File: config.mk
export PLATFORM = sky130hd
export DESIGN_NAME = fetch_sequencer
export DESIGN_NICKNAME = d
export VERILOG_FILES = /design/src/rtl/mips_pkg.sv /design/src/rtl/fetch_queue.sv /design/src/rtl/fetch_sequencer.sv
export SDC_FILE = /design/constraint.sdc
export NUM_CORES = 1
export LEC_CHECK = 0
export BUFFER_PORTS_ARGS = -buffer_cell sky130_fd_sc_hd__clkbuf_2
export CAP_MARGIN = 10
export CORE_ASPECT_RATIO = 0.6
export CORE_MARGIN = 5
export CORE_UTILIZATION = 50
export CTS_BUF_LIST = sky130_fd_sc_hd__clkbuf_4 sky130_fd_sc_hd__clkbuf_8
export DETAILED_ROUTE_END_ITERATION = 8
export PLACE_DENSITY = 0.77
export SLEW_MARGIN = 10
export SYNTH_ARGS = -nofsm -noshare
export SYNTH_HDL_FRONTEND = slang
export SYNTH_SLANG_ARGS = --single-unit
File: constraint.sdc
create_clock -name clk -period 16.7 [get_ports clk]
set_input_delay 3.34 -clock clk [delete_from_list [all_inputs] [get_ports clk]]
set_output_delay 3.34 -clock clk [all_outputs]
set_load 0.005 [all_outputs]
File: src/rtl/mips_pkg.sv
// Shared MIPS front-end definitions: datapath widths, default fetch window
// and reset vector, fetch FSM states and the fetch-queue entry layout.
package mips_pkg;

  localparam int ADDR_W = 30;
  localparam int INST_W = 32;

  localparam logic [ADDR_W-1:0] DEF_RESET_PC = 30'h00100000;
  localparam logic [ADDR_W-1:0] DEF_MEM_LO   = 30'h00100000;
  localparam logic [ADDR_W-1:0] DEF_MEM_HI   = 30'h00100100;

  typedef enum logic {
    RUN   = 1'b0,
    FAULT = 1'b1
  } fetch_state_t;

  typedef struct packed {
    logic [INST_W-1:0] inst;
    logic [ADDR_W-1:0] pc;
  } fetch_entry_t;

endpackage

File: src/rtl/fetch_queue.sv
// Two-entry fetch FIFO between instruction memory and decode.
// Only the occupancy count is reset; entry storage is qualified by the count,
// so the data registers carry no reset.
module fetch_queue
  import mips_pkg::*;
(
  input  logic         clk,
  input  logic         rst,
  input  logic         flush,
  input  logic         push,
  input  logic         pop,
  input  fetch_entry_t din,
  output fetch_entry_t head,
  output logic         full,
  output logic         empty
);

  logic [1:0]   count;
  fetch_entry_t ent0;
  fetch_entry_t ent1;

  assign head  = ent0;
  assign full  = (count == 2'd2);
  assign empty = (count == 2'd0);

  // Occupancy: flush wins, simultaneous push and pop leave it unchanged.
  always_ff @(posedge clk or posedge rst) begin
    if (rst) begin
      count <= 2'd0;
    end else if (flush) begin
      count <= 2'd0;
    end else if (push && !pop) begin
      count <= count + 2'd1;
    end else if (pop && !push) begin
      count <= count - 2'd1;
    end
  end

  // Entry storage: a pop shifts entry 1 down, a push lands in the first free slot
  // after that shift.
  always_ff @(posedge clk) begin
    if (!flush) begin
      if (pop) begin
        ent0 <= (push && count == 2'd1) ? din : ent1;
        if (push && count == 2'd2) begin
          ent1 <= din;
        end
      end else if (push) begin
        if (count == 2'd0) begin
          ent0 <= din;
        end else begin
          ent1 <= din;
        end
      end
    end
  end

endmodule

File: src/rtl/fetch_sequencer.sv
// Instruction-fetch controller: owns the PC, reads instruction memory and feeds
// decode through a two-entry queue. Redirects flush the queue and retarget the PC.
// Optional window check on the PC is enabled with `define FETCH_BOUNDS_CHECK_EN;
// without it the PC is never illegal and fault is tied low.
module fetch_sequencer
  import mips_pkg::*;
#(
  parameter logic [ADDR_W-1:0] RESET_PC = DEF_RESET_PC,
  parameter logic [ADDR_W-1:0] MEM_LO   = DEF_MEM_LO,
  parameter logic [ADDR_W-1:0] MEM_HI   = DEF_MEM_HI
) (
  input  logic              clk,
  input  logic              rst,
  input  logic              fetch_en,
  output logic [ADDR_W-1:0] imem_pc,
  input  logic [INST_W-1:0] imem_inst,
  input  logic              redirect_valid,
  input  logic [ADDR_W-1:0] redirect_pc,
  output logic              if_valid,
  output logic [INST_W-1:0] if_inst,
  output logic [ADDR_W-1:0] if_pc,
  input  logic              if_ready,
  output logic              fault
);

  // An inverted window is a configuration error, caught at elaboration.
  if (MEM_LO > MEM_HI) begin : g_bad_window
    $error("fetch_sequencer: MEM_LO above MEM_HI");
  end

  fetch_state_t      state;
  fetch_state_t      state_nxt;
  logic [ADDR_W-1:0] pc;
  logic [ADDR_W-1:0] pc_nxt;
  logic              push;
  logic              pop;
  logic              q_full;
  logic              q_empty;
  fetch_entry_t      q_head;
  fetch_entry_t      q_din;

  assign pop      = !q_empty && if_ready;
  assign q_din    = '{inst: imem_inst, pc: pc};
  assign imem_pc  = pc;
  assign if_valid = !q_empty;
  assign if_inst  = if_valid ? q_head.inst : '0;
  assign if_pc    = if_valid ? q_head.pc   : '0;

`ifdef FETCH_BOUNDS_CHECK_EN
  logic in_window;
  assign in_window = (pc >= MEM_LO) && (pc <= MEM_HI);
  assign fault     = (state == FAULT);
`else
  assign fault     = 1'b0;
`endif

  // PC and fetch state registers.
  always_ff @(posedge clk or posedge rst) begin
    if (rst) begin
      state <= RUN;
      pc    <= RESET_PC;
    end else begin
      state <= state_nxt;
      pc    <= pc_nxt;
    end
  end

  // Redirect beats everything; otherwise fetch while running, enabled and not blocked.
  always_comb begin
    state_nxt = state;
    pc_nxt    = pc;
    push      = 1'b0;
    if (redirect_valid) begin
      state_nxt = RUN;
      pc_nxt    = redirect_pc;
    end else if (state == RUN && fetch_en) begin
`ifdef FETCH_BOUNDS_CHECK_EN
      if (!in_window) begin
        state_nxt = FAULT;
      end else if (!q_full || pop) begin
        push   = 1'b1;
        pc_nxt = pc + 1'b1;
      end
`else
      if (!q_full || pop) begin
        push   = 1'b1;
        pc_nxt = pc + 1'b1;
      end
`endif
    end
  end

  fetch_queue u_queue (
    .clk   (clk),
    .rst   (rst),
    .flush (redirect_valid),
    .push  (push),
    .pop   (pop),
    .din   (q_din),
    .head  (q_head),
    .full  (q_full),
    .empty (q_empty)
  );

endmodule
==> run_summary.xml, run 1 <==
<?xml version="1.0" encoding="UTF-8"?>
<metrics>
  <group name="routing">
    <metric name="detailroute.wirelength.met2" unit="mm">7.14</metric>
    <metric name="detailedRoute.firstIterationViolations" unit="">450</metric>
    <metric name="detail-route-antenna-nets" unit="">0</metric>
    <metric name="drt-total-wl" unit="mm">16.7</metric>
    <metric name="routed_via_density" unit="">5.70</metric>
    <metric name="drc_errors" unit="">0</metric>
    <metric name="first_pass_iters" unit="">5</metric>
    <metric name="routed-via-count" unit="">4977</metric>
    <metric name="topRoutingLayerUsed" unit="">met4</metric>
    <metric name="avgRoutedWirePerCell" unit="um">19.1</metric>
    <metric name="wirelength_met1" unit="mm">7.85</metric>
    <metric name="detailroute.wirelength.met3" unit="mm">1.50</metric>
  </group>
  <group name="synthesis">
    <metric name="yosys.area.top_type_share" unit="">0.530</metric>
    <metric name="post_synth_top_area_cell" unit="">edfxtp_1</metric>
    <metric name="yosys_warnings" unit="">0</metric>
    <metric name="synth_fp_nets" unit="">588</metric>
    <metric name="synthFlopType" unit="">edfxtp_1</metric>
    <metric name="yosys-top-cells-count" unit="">124 x edfxtp_1, 64 x nor2b_1, 62 x mux2_1</metric>
    <metric name="synth_cells" unit="">516</metric>
    <metric name="synth-edff-count" unit="">124</metric>
    <metric name="ys_seq_elements" unit="">156</metric>
    <metric name="netlist_top_cells_area" unit="">edfxtp_1 53%, dfrtp_1 11%, mux2_1 9.9%</metric>
    <metric name="synth-async-reset-ratio" unit="">0.205</metric>
    <metric name="synthesis.area_per_instance" unit="um^2">13.6</metric>
    <metric name="portion_of_the_post_synthesis_area_used_by_sequential_elements" unit="">0.644</metric>
    <metric name="post-synth-top-count-cell" unit="">edfxtp_1</metric>
    <metric name="synthesis.area" unit="mm^2">0.00702</metric>
    <metric name="netlist-cell-type-count" unit="">50</metric>
  </group>
  <group name="floorplanning">
    <metric name="initial_cell_density_of_the_core" unit="">0.512</metric>
    <metric name="design.die.area" unit="mm^2">0.0166</metric>
    <metric name="ios" unit="">161</metric>
    <metric name="floorplan.die.height" unit="um">102</metric>
    <metric name="coreArea" unit="mm^2">0.0137</metric>
    <metric name="die_width" unit="um">163</metric>
    <metric name="core.rowCount" unit="">33</metric>
  </group>
  <group name="min_path">
    <metric name="worstHoldPathCells" unit="">1</metric>
    <metric name="holdCritPathClass" unit="">reg -&gt; reg</metric>
    <metric name="hold_path_endpoint" unit="">u_queue.head[24]</metric>
    <metric name="min_from" unit="">u_queue.ent1[24]</metric>
  </group>
  <group name="outcome">
    <metric name="run_status" unit="">completed</metric>
  </group>
  <group name="clocking">
    <metric name="cts-root-to-sink-buffers" unit="">2</metric>
    <metric name="worstSkewPairLatency" unit="ns">0.45</metric>
    <metric name="root_buffer" unit="">clkbuf_8</metric>
    <metric name="tritoncts" unit="">done</metric>
    <metric name="cts_num_sinks" unit="">156</metric>
    <metric name="post_cts_setup_driven_buffer_insertion_count" unit="">0</metric>
    <metric name="cts.htree.levels" unit="">4</metric>
    <metric name="cts_hold_repair.buffers" unit="">0</metric>
    <metric name="cts.reportedPaths.clkPinSlew" unit="ns">0.08</metric>
    <metric name="cts_repair_resize_count" unit="">0</metric>
    <metric name="tritoncts.num_buffers" unit="">17</metric>
  </group>
  <group name="critical_path">
    <metric name="cell_with_the_largest_stage_delay_on_the_worst_path" unit="">ha_2</metric>
    <metric name="critical_path.top_delay_family" unit="">buffers and inverters</metric>
    <metric name="crit_path_start_kind" unit="">flip-flop</metric>
    <metric name="critical_path_peak_fanout" unit="">37</metric>
    <metric name="worstPathRequired" unit="ns">13.36</metric>
    <metric name="worstReg2RegStart" unit="">u_queue.count[1]</metric>
    <metric name="reg2reg_slack" unit="ns">13.05</metric>
    <metric name="cpPeakStageDelay" unit="ns">0.62</metric>
    <metric name="crit_start" unit="">u_queue.count[0]</metric>
    <metric name="ordered_cell_list_for_the_critical_path" unit="">inv_1 &gt; ha_2 &gt; buf_4 &gt; nor2b_1 &gt; clkbuf_2</metric>
    <metric name="critical_path_buf_inv_count" unit="">3</metric>
    <metric name="rr_worst_depth" unit="">7</metric>
    <metric name="data_arrival_time_of_the_critical_path" unit="ns">2.40</metric>
    <metric name="critical_register_to_register_path_endpoint" unit="">u_queue.head[29]</metric>
    <metric name="timing_worst_setup_path_type" unit="">reg -&gt; out</metric>
    <metric name="cp-end-kind" unit="">primary output</metric>
  </group>
  <group name="timing">
    <metric name="finalMaxSlewViolations" unit="">0</metric>
    <metric name="grt_setup_unrepaired" unit="">no</metric>
    <metric name="min_period" unit="ns">5.74</metric>
    <metric name="worst_pin_slew" unit="ns">1.10</metric>
    <metric name="worst_slew_margin_rel" unit="">0.265</metric>
    <metric name="finalCritPeriodShare" unit="">0.344</metric>
    <metric name="hold_viol" unit="">0</metric>
    <metric name="clock_skew" unit="ns">0.00907</metric>
    <metric name="fmax" unit="MHz">174</metric>
    <metric name="final.setup.tns" unit="ns">0</metric>
    <metric name="timing.final.setup_violations" unit="">0</metric>
  </group>
  <group name="finish">
    <metric name="syn2layout_area_growth" unit="%">19.5</metric>
    <metric name="share_of_post_route_cells_with_drive_strength_above_1" unit="">0.300</metric>
    <metric name="post_layout_nonfiller_instances" unit="">873</metric>
    <metric name="antenna_cells" unit="">0</metric>
    <metric name="fillCellCount" unit="">1088</metric>
    <metric name="design.final.nets" unit="">740</metric>
  </group>
  <group name="global_route">
    <metric name="number_of_antenna_violations_at_the_first_check_in_global_routing" unit="">0</metric>
    <metric name="grt_start_max_net_pins" unit="">63</metric>
    <metric name="grt_pass1_vias" unit="">4910</metric>
    <metric name="overflow" unit="">0</metric>
    <metric name="grt_first_pass_wirelength" unit="mm">26.2</metric>
    <metric name="track_usage" unit="">0.203</metric>
  </group>
  <group name="power">
    <metric name="power.sequential.fraction" unit="">0.481</metric>
    <metric name="p_per_area" unit="mW/mm^2">129</metric>
    <metric name="power.combinational.fraction" unit="">0.251</metric>
    <metric name="ir_drop" unit="uV">51.3</metric>
    <metric name="proportion_of_power_drawn_by_the_clock_network" unit="">0.268</metric>
    <metric name="power.internal" unit="mW">0.750</metric>
    <metric name="p_sw_frac" unit="">0.307</metric>
    <metric name="netSwitchingPower" unit="mW">0.332</metric>
    <metric name="static-leakage-power" unit="nW">3.17</metric>
  </group>
  <group name="placement">
    <metric name="hpwlAfterDp" unit="mm">11.3</metric>
    <metric name="gpl.final_weighted_congestion" unit="">0.878</metric>
    <metric name="place_inst" unit="">841</metric>
    <metric name="port_buffers" unit="">159</metric>
  </group>
  <group name="run">
    <metric name="maximum_capacitance_violations" unit="">0</metric>
  </group>
</metrics>
[metrics by stage]
stage / setup WS, ns / power [mW] / area (um^2) / hold WS, ns / utilization
floorplan: 6.34 / 0.687 / 7020 / 0.465 / -
global placement: 10.79 / 0.795 / 7990 / 0.504 / 0.583
detailed placement: 10.66 / 0.804 / 7990 / 0.511 / 0.583
CTS: 10.93 / 1.09 / 8390 / 0.527 / 0.612
global route: 10.79 / 1.14 / 8390 / 0.536 / 0.612
finish: 10.96 / 1.08 / 8390 / 0.528 / 0.612
[registers in the layout (all words and copies together) (netlist names)]
register and flops:
u_queue.head 62, imem_pc 30, u_queue.ent1 62, u_queue.count 2
[worst max path at each step]
stage	endpoint	slack (ns)	depth (start not counted)
global route	if_pc[25]	10.79	5
floorplan	u_queue.ent1[0]	6.34	3
CTS	if_pc[24]	10.93	5
finish	if_pc[24]	10.96	5
global placement	u_queue.head[40]	10.79	6
detailed placement	u_queue.head[40]	10.66	6
[area by class of cell]
type / instances / area (um^2) / share of cell area
Timing Repair Buffer: 165 / 841 / 0.100
Multi-Input combinational cell: 317 / 2340 / 0.278
Clock buffer: 17 / 234 / 0.0279
Clock inverter: 15 / 174 / 0.0207
Sequential cell: 156 / 4530 / 0.539
Inverter: 11 / 41.3 / 0.00492
Tap cell: 192 / 240 / 0.0286
[cell usage in the layout, fill, tap and decap left out, drive strengths merged, types with 16 or more instances in the layout]
cell type / Yosys / layout
nand3: 16 / 16
nand2: 21 / 21
dfrtp: 31 / 31
nor2: 23 / 23
nor2b: 64 / 64
clkbuf: 18 / 176
edfxtp: 124 / 124
nand4: 17 / 17
mux2: 62 / 62
o21ai: 17 / 17
[cell families (layout without fill, tap and decap cells)]
family                   count (synthesis)  in the layout  share of synthesized area
multiplexers                            63             63                      0.101
buffers and inverters                   43            208                     0.0265
other                                    1              1                   0.000534
flip-flops                             156            156                      0.644
adder cells (fa/ha/maj)                  5              5                    0.00891
XOR/XNOR                                10             10                     0.0125
AND/OR/NAND/NOR                        174            174                      0.142
AO/OA/AOI/OAI                           64             64                     0.0643
[routing by layer]
| layer | up-vias | GRT usage |
|---|---|---|
| li1 | 2257 | - |
| met2 | 281 | 0.301 |
| met1 | 2415 | 0.300 |
| met4 | 0 | 0.0580 |
| met5 | - | 0 |
| met3 | 24 | 0.0532 |
[power by group through the flow]
stage / sequential (mW) / clock (mW) / combinational, mW
floorplan: 0.524 / 0 / 0.163
global placement: 0.526 / 0 / 0.268
detailed placement: 0.529 / 0 / 0.275
CTS: 0.521 / 0.296 / 0.277
global route: 0.527 / 0.310 / 0.302
finish: 0.521 / 0.290 / 0.272
(Power assumes the default switching activity.)
==> run 2: changes to the inputs <==
--- a/config.mk
+++ b/config.mk
@@ -5,6 +5,7 @@
 export SDC_FILE = /design/constraint.sdc
 export NUM_CORES = 1
 export LEC_CHECK = 0
+export ABC_AREA = 1
 export BUFFER_PORTS_ARGS = -buffer_cell sky130_fd_sc_hd__clkbuf_2
 export CAP_MARGIN = 10
 export CORE_ASPECT_RATIO = 0.6
@@ -12,7 +13,7 @@
 export CORE_UTILIZATION = 50
 export CTS_BUF_LIST = sky130_fd_sc_hd__clkbuf_4 sky130_fd_sc_hd__clkbuf_8
 export DETAILED_ROUTE_END_ITERATION = 8
-export PLACE_DENSITY = 0.77
+export PLACE_DENSITY = 0.79
 export SLEW_MARGIN = 10
 export SYNTH_ARGS = -nofsm -noshare
 export SYNTH_HDL_FRONTEND = slang
==> constraint.sdc (replaced) <==
create_clock -name clk -period 4.6 [get_ports clk]
set_input_delay 0.92 -clock clk [delete_from_list [all_inputs] [get_ports clk]]
set_output_delay 0.92 -clock clk [all_outputs]
set_load 0.005 [all_outputs]
==> run 2 against run 1 <==
Clock-buffer cell count is the same. First-iteration DRC count grew 4.0%. Critical path type unchanged. Routed wire length grew 7.3%. Setup slack lost 9.4 ns. Critical path depth is the same. Largest cell class unchanged. Final cell count grew 31%. Via count grew 16%.
==> run_summary.xml, run 2 <==
<?xml version="1.0" encoding="UTF-8"?>
<metrics>
  <group name="global_route">
    <metric name="grt_pass1_vias" unit="">5428</metric>
    <metric name="number_of_antenna_violations_at_the_first_check_in_global_routing" unit="">0</metric>
    <metric name="grt_start_max_net_pins" unit="">81</metric>
    <metric name="grt_first_pass_wirelength" unit="mm">29.2</metric>
    <metric name="overflow" unit="">0</metric>
    <metric name="track_usage" unit="">0.209</metric>
  </group>
  <group name="timing">
    <metric name="timing.final.setup_violations" unit="">0</metric>
    <metric name="min_period" unit="ns">3.00</metric>
    <metric name="final.setup.tns" unit="ns">0</metric>
    <metric name="finalCritPeriodShare" unit="">0.652</metric>
    <metric name="fmax" unit="MHz">334</metric>
    <metric name="timing.hold.ws" unit="ns">0.509</metric>
    <metric name="hold_viol" unit="">0</metric>
    <metric name="clock_skew" unit="ns">0.0186</metric>
    <metric name="finalMaxSlewViolations" unit="">0</metric>
    <metric name="grt_setup_unrepaired" unit="">no</metric>
    <metric name="worst_pin_slew" unit="ns">0.941</metric>
    <metric name="worst_slew_margin_rel" unit="">0.373</metric>
  </group>
  <group name="synthesis">
    <metric name="yosys.area.top_type_share" unit="">0.506</metric>
    <metric name="netlist_top_cells_area" unit="">edfxtp_1 51%, nand2_1 12%, dfrtp_1 11%</metric>
    <metric name="yosys_warnings" unit="">0</metric>
    <metric name="synth_fp_nets" unit="">858</metric>
    <metric name="post_synth_top_area_cell" unit="">edfxtp_1</metric>
    <metric name="yosys-top-cells-count" unit="">241 x nand2_1, 124 x edfxtp_1, 100 x nor2_1</metric>
    <metric name="synthesis.area" unit="mm^2">0.00736</metric>
    <metric name="netlist-cell-type-count" unit="">29</metric>
    <metric name="ys_seq_elements" unit="">156</metric>
    <metric name="synth-async-reset-ratio" unit="">0.205</metric>
    <metric name="post-synth-top-count-cell" unit="">nand2_1</metric>
    <metric name="synthesis.area_per_instance" unit="um^2">9.36</metric>
    <metric name="synthFlopType" unit="">edfxtp_1</metric>
    <metric name="portion_of_the_post_synthesis_area_used_by_sequential_elements" unit="">0.615</metric>
    <metric name="synth-edff-count" unit="">124</metric>
    <metric name="synth_cells" unit="">786</metric>
  </group>
  <group name="clocking">
    <metric name="root_buffer" unit="">clkbuf_8</metric>
    <metric name="cts_repair_resize_count" unit="">0</metric>
    <metric name="cts_num_sinks" unit="">156</metric>
    <metric name="cts_hold_repair.buffers" unit="">0</metric>
    <metric name="tritoncts" unit="">done</metric>
    <metric name="tritoncts.num_buffers" unit="">17</metric>
    <metric name="worstSkewPairLatency" unit="ns">0.43</metric>
    <metric name="cts-root-to-sink-buffers" unit="">2</metric>
    <metric name="post_cts_setup_driven_buffer_insertion_count" unit="">0</metric>
    <metric name="cts.htree.levels" unit="">4</metric>
    <metric name="cts.reportedPaths.clkPinSlew" unit="ns">0.09</metric>
  </group>
  <group name="floorplanning">
    <metric name="coreArea" unit="mm^2">0.0145</metric>
    <metric name="floorplan.die.height" unit="um">104</metric>
    <metric name="core.rowCount" unit="">34</metric>
    <metric name="initial_cell_density_of_the_core" unit="">0.509</metric>
    <metric name="ios" unit="">161</metric>
    <metric name="die_width" unit="um">167</metric>
    <metric name="design.die.area" unit="mm^2">0.0173</metric>
  </group>
  <group name="critical_path">
    <metric name="worstReg2RegStart" unit="">u_queue.count[0]</metric>
    <metric name="critical_path_peak_fanout" unit="">63</metric>
    <metric name="data_arrival_time_of_the_critical_path" unit="ns">2.08</metric>
    <metric name="cpPeakStageDelay" unit="ns">0.53</metric>
    <metric name="timing_worst_setup_path_type" unit="">reg -&gt; out</metric>
    <metric name="cp-end-kind" unit="">primary output</metric>
    <metric name="cell_with_the_largest_stage_delay_on_the_worst_path" unit="">buf_4</metric>
    <metric name="worstPathRequired" unit="ns">3.68</metric>
    <metric name="crit_path_start_kind" unit="">flip-flop</metric>
    <metric name="critical_path_buf_inv_count" unit="">3</metric>
    <metric name="critical_path.top_delay_family" unit="">buffers and inverters</metric>
    <metric name="ordered_cell_list_for_the_critical_path" unit="">inv_1 &gt; ha_2 &gt; buf_4 &gt; nor2_1 &gt; clkbuf_2</metric>
    <metric name="crit_start" unit="">u_queue.count[0]</metric>
  </group>
  <group name="routing">
    <metric name="detail-route-antenna-nets" unit="">0</metric>
    <metric name="avgRoutedWirePerCell" unit="um">15.6</metric>
    <metric name="detailedRoute.firstIterationViolations" unit="">468</metric>
    <metric name="drt-total-wl" unit="mm">17.9</metric>
    <metric name="drc_errors" unit="">0</metric>
    <metric name="routed-via-count" unit="">5781</metric>
    <metric name="first_pass_iters" unit="">5</metric>
    <metric name="routed_via_density" unit="">5.04</metric>
  </group>
  <group name="run">
    <metric name="maximum_capacitance_violations" unit="">0</metric>
  </group>
  <group name="placement">
    <metric name="port_buffers" unit="">159</metric>
    <metric name="gpl.final_weighted_congestion" unit="">0.882</metric>
    <metric name="place_inst" unit="">1115</metric>
    <metric name="hpwlAfterDp" unit="mm">12.5</metric>
  </group>
  <group name="finish">
    <metric name="syn2layout_area_growth" unit="%">17.7</metric>
    <metric name="antenna_cells" unit="">0</metric>
    <metric name="design.final.nets" unit="">1008</metric>
    <metric name="post_layout_nonfiller_instances" unit="">1147</metric>
    <metric name="layout.cells.most_common" unit="">nand2_1</metric>
    <metric name="most-common-layout-cells" unit="">241 x nand2_1, 159 x clkbuf_2, 124 x edfxtp_1, 99 x nor2_1, 95 x inv_1</metric>
    <metric name="share_of_post_route_cells_with_drive_strength_above_1" unit="">0.224</metric>
  </group>
  <group name="power">
    <metric name="static-leakage-power" unit="nW">4.04</metric>
    <metric name="p_per_area" unit="mW/mm^2">510</metric>
    <metric name="ir_drop" unit="uV">391</metric>
  </group>
  <group name="outcome">
    <metric name="run_status" unit="">completed</metric>
  </group>
  <group name="min_path">
    <metric name="min_from" unit="">u_queue.ent1[8]</metric>
    <metric name="holdCritPathClass" unit="">reg -&gt; reg</metric>
  </group>
</metrics>
[run 2: final timing paths]
path	end	slack [ns]	cells after the start
max	if_pc[28]	1.60	5
min	u_queue.head[8]	0.51	2
max reg2reg	u_queue.head[16]	1.61	8
min reg2reg	u_queue.head[8]	0.51	2
max in group asynchronous	imem_pc[20]	3.69	3
min in group asynchronous	imem_pc[25]	0.55	3
[run 2: worst min-delay path: stages, from the launching register on]
cell and delay (ns):
edfxtp_1 0.33, nand2_1 0.05, nand2_1 0.05
[run 2: cell type report]
type	instances	area (um^2)
inverter	96	363
multi-input combinational	499	2300
timing repair buffer	166	848
tap	198	248
clock inverter	15	136
clock buffer	17	234
sequential	156	4530
fill	1248	5810
[run 2: metrics by stage]
step,total power [mW],utilization,setup WS (ns),area [um^2]
final,4.42,0.599,1.60,8660
after global routing,4.72,0.599,1.44,8660
after CTS,4.45,0.598,1.56,8650
after detailed placement,3.49,0.573,1.41,8280
after global placement,3.44,0.573,1.50,8280
after floorplan,2.97,-,0.384,7360
[run 2: report_power, final]
part	leakage (nW)	switching [mW]	internal [mW]
registers	1.54	0.164	1.90
clock network	0.187	0.536	0.437
logic	2.32	0.897	0.476
total	4.04	1.60	2.82
[run 2: routing by layer]
layer | GRT usage | vias to the layer above | part of all wire | wire [um]
met4 | 0.0333 | 0 | 0.0053 | 95
met5 | 0 | - | 0 | 0
met3 | 0.0566 | 10 | 0.088 | 1580
met1 | 0.324 | 2673 | 0.48 | 8550
met2 | 0.300 | 267 | 0.43 | 7670
li1 | - | 2831 | - | -
[run 2: kinds of logic (layout without fill, tap and decap cells)]
logic type	Yosys count	count (layout)	share of synthesized area
adders and majority gates	5	5	0.00850
AOI/OAI and AO/OA	54	54	0.0478
buffers and inverters	131	294	0.0762
other	1	1	0.000510
xor gates and xnor gates	12	12	0.0143
and+or+nand+nor	427	427	0.237
DFF	156	156	0.615
